<file path="config.mk">
export PLATFORM = sky130hd
export DESIGN_NAME = fifo_32
export DESIGN_NICKNAME = d
export VERILOG_FILES = /design/src/rtl/fifo_pkg.sv /design/src/rtl/mem_2p.sv /design/src/rtl/fifo_32.sv
export SDC_FILE = /design/constraint.sdc
export NUM_CORES = 1
export LEC_CHECK = 0
export CORE_AREA = 5 5 207 209
export DETAILED_ROUTE_END_ITERATION = 16
export DIE_AREA = 0 0 212 214
export GPL_TIMING_DRIVEN = 0
export SLEW_MARGIN = 20
export SYNTH_ARGS = -nofsm -noshare
export SYNTH_HDL_FRONTEND = slang
export SYNTH_SLANG_ARGS = --single-unit
</file>
<file path="constraint.sdc">
create_clock -name clk_f -period 4.97 [get_ports clk_f]
set_input_delay 0.497 -clock clk_f [delete_from_list [all_inputs] [get_ports clk_f]]
set_output_delay 0.497 -clock clk_f [all_outputs]
set_load 0.02 [all_outputs]
</file>
<file path="src/rtl/fifo_pkg.sv">
// Shared sizing for the word FIFO behind the 8-to-32 byte packer.
package fifo_pkg;
    localparam int DATA_W = 32;
    localparam int DEPTH  = 8;
    localparam int ADDR_W = 3;
    localparam int AF_TH  = 6;
    localparam int AE_TH  = 2;
    localparam int CNT_W  = ADDR_W + 1;
endpackage

</file>
<file path="src/rtl/mem_2p.sv">
// DEPTH x DATA_W storage: one synchronous write port, one registered read port.
module mem_2p
    import fifo_pkg::*;
(
    input  logic              clk_f,
    input  logic              reset,
    input  logic              we,
    input  logic [ADDR_W-1:0] waddr,
    input  logic [DATA_W-1:0] wdata,
    input  logic              re,
    input  logic [ADDR_W-1:0] raddr,
    output logic [DATA_W-1:0] rdata
);

    logic [DATA_W-1:0] mem [DEPTH];

    // Contents are deliberately not reset; stale words are unreachable until rewritten.
    always_ff @(posedge clk_f) begin
        if (we) mem[waddr] <= wdata;
    end

    // A same-edge write to raddr is not visible here: the read returns the old word.
    always_ff @(posedge clk_f or posedge reset) begin
        if (reset)   rdata <= '0;
        else if (re) rdata <= mem[raddr];
    end

endmodule

</file>
<file path="src/rtl/fifo_32.sv">
// Word FIFO in the clk_f domain: absorbs consumer stalls after the byte packer,
// reports occupancy, threshold flags and a sticky overflow/underflow error.
module fifo_32
    import fifo_pkg::*;
(
    input  logic              clk_f,
    input  logic              reset,
    input  logic              in32,
    input  logic [DATA_W-1:0] in_data32,
    input  logic              pop,
    output logic [DATA_W-1:0] out_data32,
    output logic              valid_out,
    output logic              full,
    output logic              empty,
    output logic              almost_full,
    output logic              almost_empty,
    output logic [CNT_W-1:0]  count,
    output logic              err
);

    logic [ADDR_W-1:0] wr_ptr;
    logic [ADDR_W-1:0] rd_ptr;
    logic              wr_ok;
    logic              rd_ok;

    // No fall-through: pop against an empty FIFO is refused even if a push lands now.
    assign rd_ok = pop & ~empty;
    assign wr_ok = in32 & (~full | rd_ok);

    assign full         = (count == CNT_W'(DEPTH));
    assign empty        = (count == '0);
    assign almost_full  = (count >= CNT_W'(AF_TH));
    assign almost_empty = (count <= CNT_W'(AE_TH));

    mem_2p u_mem (
        .clk_f (clk_f),
        .reset (reset),
        .we    (wr_ok),
        .waddr (wr_ptr),
        .wdata (in_data32),
        .re    (rd_ok),
        .raddr (rd_ptr),
        .rdata (out_data32)
    );

    always_ff @(posedge clk_f or posedge reset) begin
        if (reset) begin
            wr_ptr    <= '0;
            rd_ptr    <= '0;
            count     <= '0;
            valid_out <= 1'b0;
            err       <= 1'b0;
        end else begin
            valid_out <= rd_ok;
            if (wr_ok) wr_ptr <= wr_ptr + ADDR_W'(1);
            if (rd_ok) rd_ptr <= rd_ptr + ADDR_W'(1);
            case ({wr_ok, rd_ok})
                2'b10:   count <= count + CNT_W'(1);
                2'b01:   count <= count - CNT_W'(1);
                default: count <= count;
            endcase
            if ((in32 & full & ~rd_ok) | (pop & empty)) err <= 1'b1;
        end
    end

endmodule

</file>
==> summary.txt <==
Setup path
  • Data required time of the worst path: about 4.5 ns
  • WP buf/inv: 4
  • CP startpoint kind: flop
  • CP max FO: 9
  • CP max stage delay: between 0.5 and 0.6 ns
  • Crit. End Element: primary output
  • Arrival @ worst endpoint: 2.41 ns
  • Worst R2R Path Depth: 7
  • CP Depth: 5
  • Worst R2R Setup Slack: 2.15 ns
  • Worst-path cell chain: buf_6, or4b_1, buf_2, inv_1, clkdlybuf4s50_1
  • Critical path class: flop to primary output
  • Critical R2R Capture: u_mem.mem[1][24]
  • Crit path max-delay family: buffers and inverters
  • Crit path capture: full
  • Worst Setup SP: count[0]
  • R2R Path Start: count[0]
  • Slowest cell on crit path: clkdlybuf4s50_1

STA
  • Slew headroom: 0.444
  • Crit path time final: ~2.9 ns
  • Final period util: 0.584
  • # setup viols final: 0
  • Fin Setup TNS: 0 ns
  • Worst-Margin Slew: about 0.83 ns
  • Skew final: between 0.01 and 0.015 ns
  • Slew Viols, Final: 0
  • Final Hold Fails: 0
  • Hold WS: 0.446 ns
  • Max Fclk: between 300 and 400 MHz
  • RSZ-0062 raised after global routing: false
  • PnR worst setup slack: approximately 2.1 ns

Final layout
  • Layout cells sized above 1: 0.202
  • Fin util: 0.353
  • Area growth from synthesis to layout: 23.5%
  • Post-route cell area: between 10000 and 15000 sq um
  • Finished Layout Cells: 1353
  • Nets: roughly 840

Synthesis
  • Synthesized net count: 700
  • Synth Area in Simple Gates: 0.0249
  • Mux contribution to synthesized area: 0.119
  • Number of synthesis warnings: 0
  • Sequential-to-total area share from yosys stat: 0.756
  • Largest family of logic cells by synthesized area: multiplexers
  • Avg Inst Size Synth: between 15 and 20 sq um
  • Post-synth top area share: 0.661
  • Synth area leaders: edfxtp_1 (66%), dfrtp_1 (9.5%), mux2_2 (6.2%)
  • Mapped cell area: about 12000 sq um
  • Seq cells post-synth: 300
  • Xor/xnor share of the synthesized area: 0.00452
  • Adder-cell share of the synthesized area: 0.00323
  • Yosys cell types: 37
  • Mapped Cells: between 600 and 700
  • Synth Area in Compound Gates: 0.0747
  • Synth area leader: edfxtp_1

Place
  • I/O Buffers: between 70 and 80
  • Hpwl dp: 18.3 mm
  • Dpl ws: about 1.7 ns
  • Inst Count DP: 1297
  • Gpl congestion: approximately 0.71
  • Area after DPL: 13400 sq um

Route
  • Total Routed Length: about 27 mm
  • Router iterations before antenna repair: 7
  • Post-DR wirelength/cell: slightly above 20 microns
  • Initial drt markers: about 360
  • DRC: 0
  • Via count: about 6300
  • Post-DRT Antenna Nets: 0
  • Drt via density: roughly 4.6

Global route
  • Largest net degree at the start of global routing: 45
  • Initial antenna violation count: 4
  • Met3 Usage GRT: 0.0233
  • Met2 GRT Util: 0.189
  • GRT Util Overall: 0.117
  • Grt peak-use layer: met2
  • GR Util met1: 0.166
  • First-pass GRT wire length: between 40 and 50 mm
  • GR Overflow Total: 0
  • Vias in the first global route: between 6000 and 7000

Die
  • Initial Util: 0.286
  • Die width: around 210 microns
  • Core Box Area: roughly 41000 sq um
  • Die area: roughly 45000 sq um
  • Io pins: between 70 and 80
  • Num rows: 74
  • Die Ht: around 210 microns

Clock network
  • Post-CTS Resized: 0
  • H-Tree Depth: 1
  • TritonCTS Sinks: 300
  • Hold_buf cts: 0
  • Post-CTS setup buffers: 0
  • CTS Buffer Depth: 3
  • CTS root buf: clkbuf_16
  • Total CTS buffers: 30
  • Clk slew on worst S/H paths: about 0.060 ns
  • CTS tree: done
  • Later-pin clock latency in the skew report: ~0.54 ns

Power and ir drop
  • Internal: between 5 and 6 mW
  • Net Sw Frac: 0.316
  • P per Cell Area: 587 nW/um^2
  • Overall power: 8.43 mW
  • Sequential share of power: 0.411
  • Power share of the clock group: 0.263
  • Logic gate share of total power: 0.327
  • Pleak: a little over 5 nW
  • Net Switching: between 2 and 3 mW
  • Maximum vdd drop: between 300 and 400 uV

Job
  • Max cap viols: 0

Min path
  • HP Class: input port to async pin

Status
  • Run status: finished clean
## cell type report
cell class                      instances  area, sq um
Inverter                                5         21.3
Tap cell                              532          666
Multi-Input combinational cell        316         2680
Timing Repair Buffer                  104         1040
Clock buffer                           47          866
Fill cell                            3772        26300
Clock inverter                          8          110
Buffer                                 40          185
Antenna cell                            1         2.50
Sequential cell                       300         8790
## how the worst min path moves through the flow
| stage | end | slack, ns | from | depth (start not counted) |
|---|---|---|---|---|
| 6_report | u_mem.rdata[7] | 0.45 | reset | 2 |
| 5_1_grt | u_mem.rdata[1] | 0.49 | reset | 2 |
| 4_1_cts | rd_ptr[2] | 0.46 | reset | 2 |
| 3_5_place_dp | err | 0.46 | err | 1 |
| 3_3_place_gp | err | 0.46 | err | 1 |
| 2_1_floorplan | rd_ptr[2] | 0.51 | rd_ptr[2] | 1 |
## sequential cells by signal, summed over array words and instances (netlist names)
register	cells
valid_out	1
wr_ptr	3
rd_ptr	3
u_mem.rdata	32
err	1
count	4
u_mem.mem	256
## power groups by stage
stage               clock (mW)  combinational (mW)  sequential (mW)
CTS                       2.27                2.80             3.47
global placement             0                2.65             3.54
finish                    2.22                2.75             3.46
detailed placement           0                2.79             3.51
floorplan                    0                1.50             3.65
global route              2.39                2.97             3.51
## layer usage
metal  wire (microns)  part of all wire
met5               46            0.0017
met2            12800              0.47
met1            12400              0.45
met4              468             0.017
met3             1480             0.054
## synthesized netlist by cell type
| library cell | number |
|---|---|
| edfxtp_1 | 256 |
| mux2i_1 | 65 |
| mux2_2 | 64 |
| dfrtp_1 | 44 |
| nand2_1 | 43 |
| o31ai_1 | 33 |
| a22o_1 | 32 |
| o22ai_1 | 32 |
| buf_2 | 22 |
| clkbuf_1 | 17 |
| nor3_1 | 6 |
| inv_1 | 5 |
| nor2_1 | 5 |
| a21oi_1 | 4 |
| xnor2_1 | 4 |
| ha_1 | 3 |
| nand2b_1 | 3 |
| nor4_1 | 2 |
| o211ai_1 | 2 |
| xor2_1 | 2 |
| a211oi_1 | 1 |
| a21o_1 | 1 |
| a221oi_1 | 1 |
| a31o_2 | 1 |
| a32oi_1 | 1 |
| and3_1 | 1 |
| and4b_1 | 1 |
| buf_6 | 1 |
| mux2_4 | 1 |
| nand4_1 | 1 |
| nand4b_1 | 1 |
| nor2b_1 | 1 |
| o21ai_4 | 1 |
| o221a_2 | 1 |
| o31a_1 | 1 |
| o41ai_4 | 1 |
| or4b_1 | 1 |
## layout by cell type, fill, tap and decap left out, drive strengths merged, types with 2 or more instances in the layout
cell type and instances:
edfxtp 256, nor3 6, mux2i 65, o22ai 32
clkdlybuf4s50 77, o31ai 33, inv 5, nand2 43
nand2b 3, xor2 2, nor2 5, o211ai 2
buf 50, dfrtp 44, bufinv 3, nor4 2
a22o 32, mux2 65, ha 3, clkinv 5
a21oi 4, clkbuf 64, xnor2 4
## kinds of logic (layout without fill, tap and decap cells)
group / count (synthesis) / in the layout
AO/OA/AOI/OAI: 112 / 112
buffers and inverters: 45 / 204
flip-flops: 300 / 300
XOR/XNOR: 6 / 6
AND/OR/NAND/NOR: 65 / 65
other: 0 / 1
adder cells (fa/ha/maj): 3 / 3
multiplexers: 130 / 130
No activity file was read; power rests on OpenSTA's default activity.
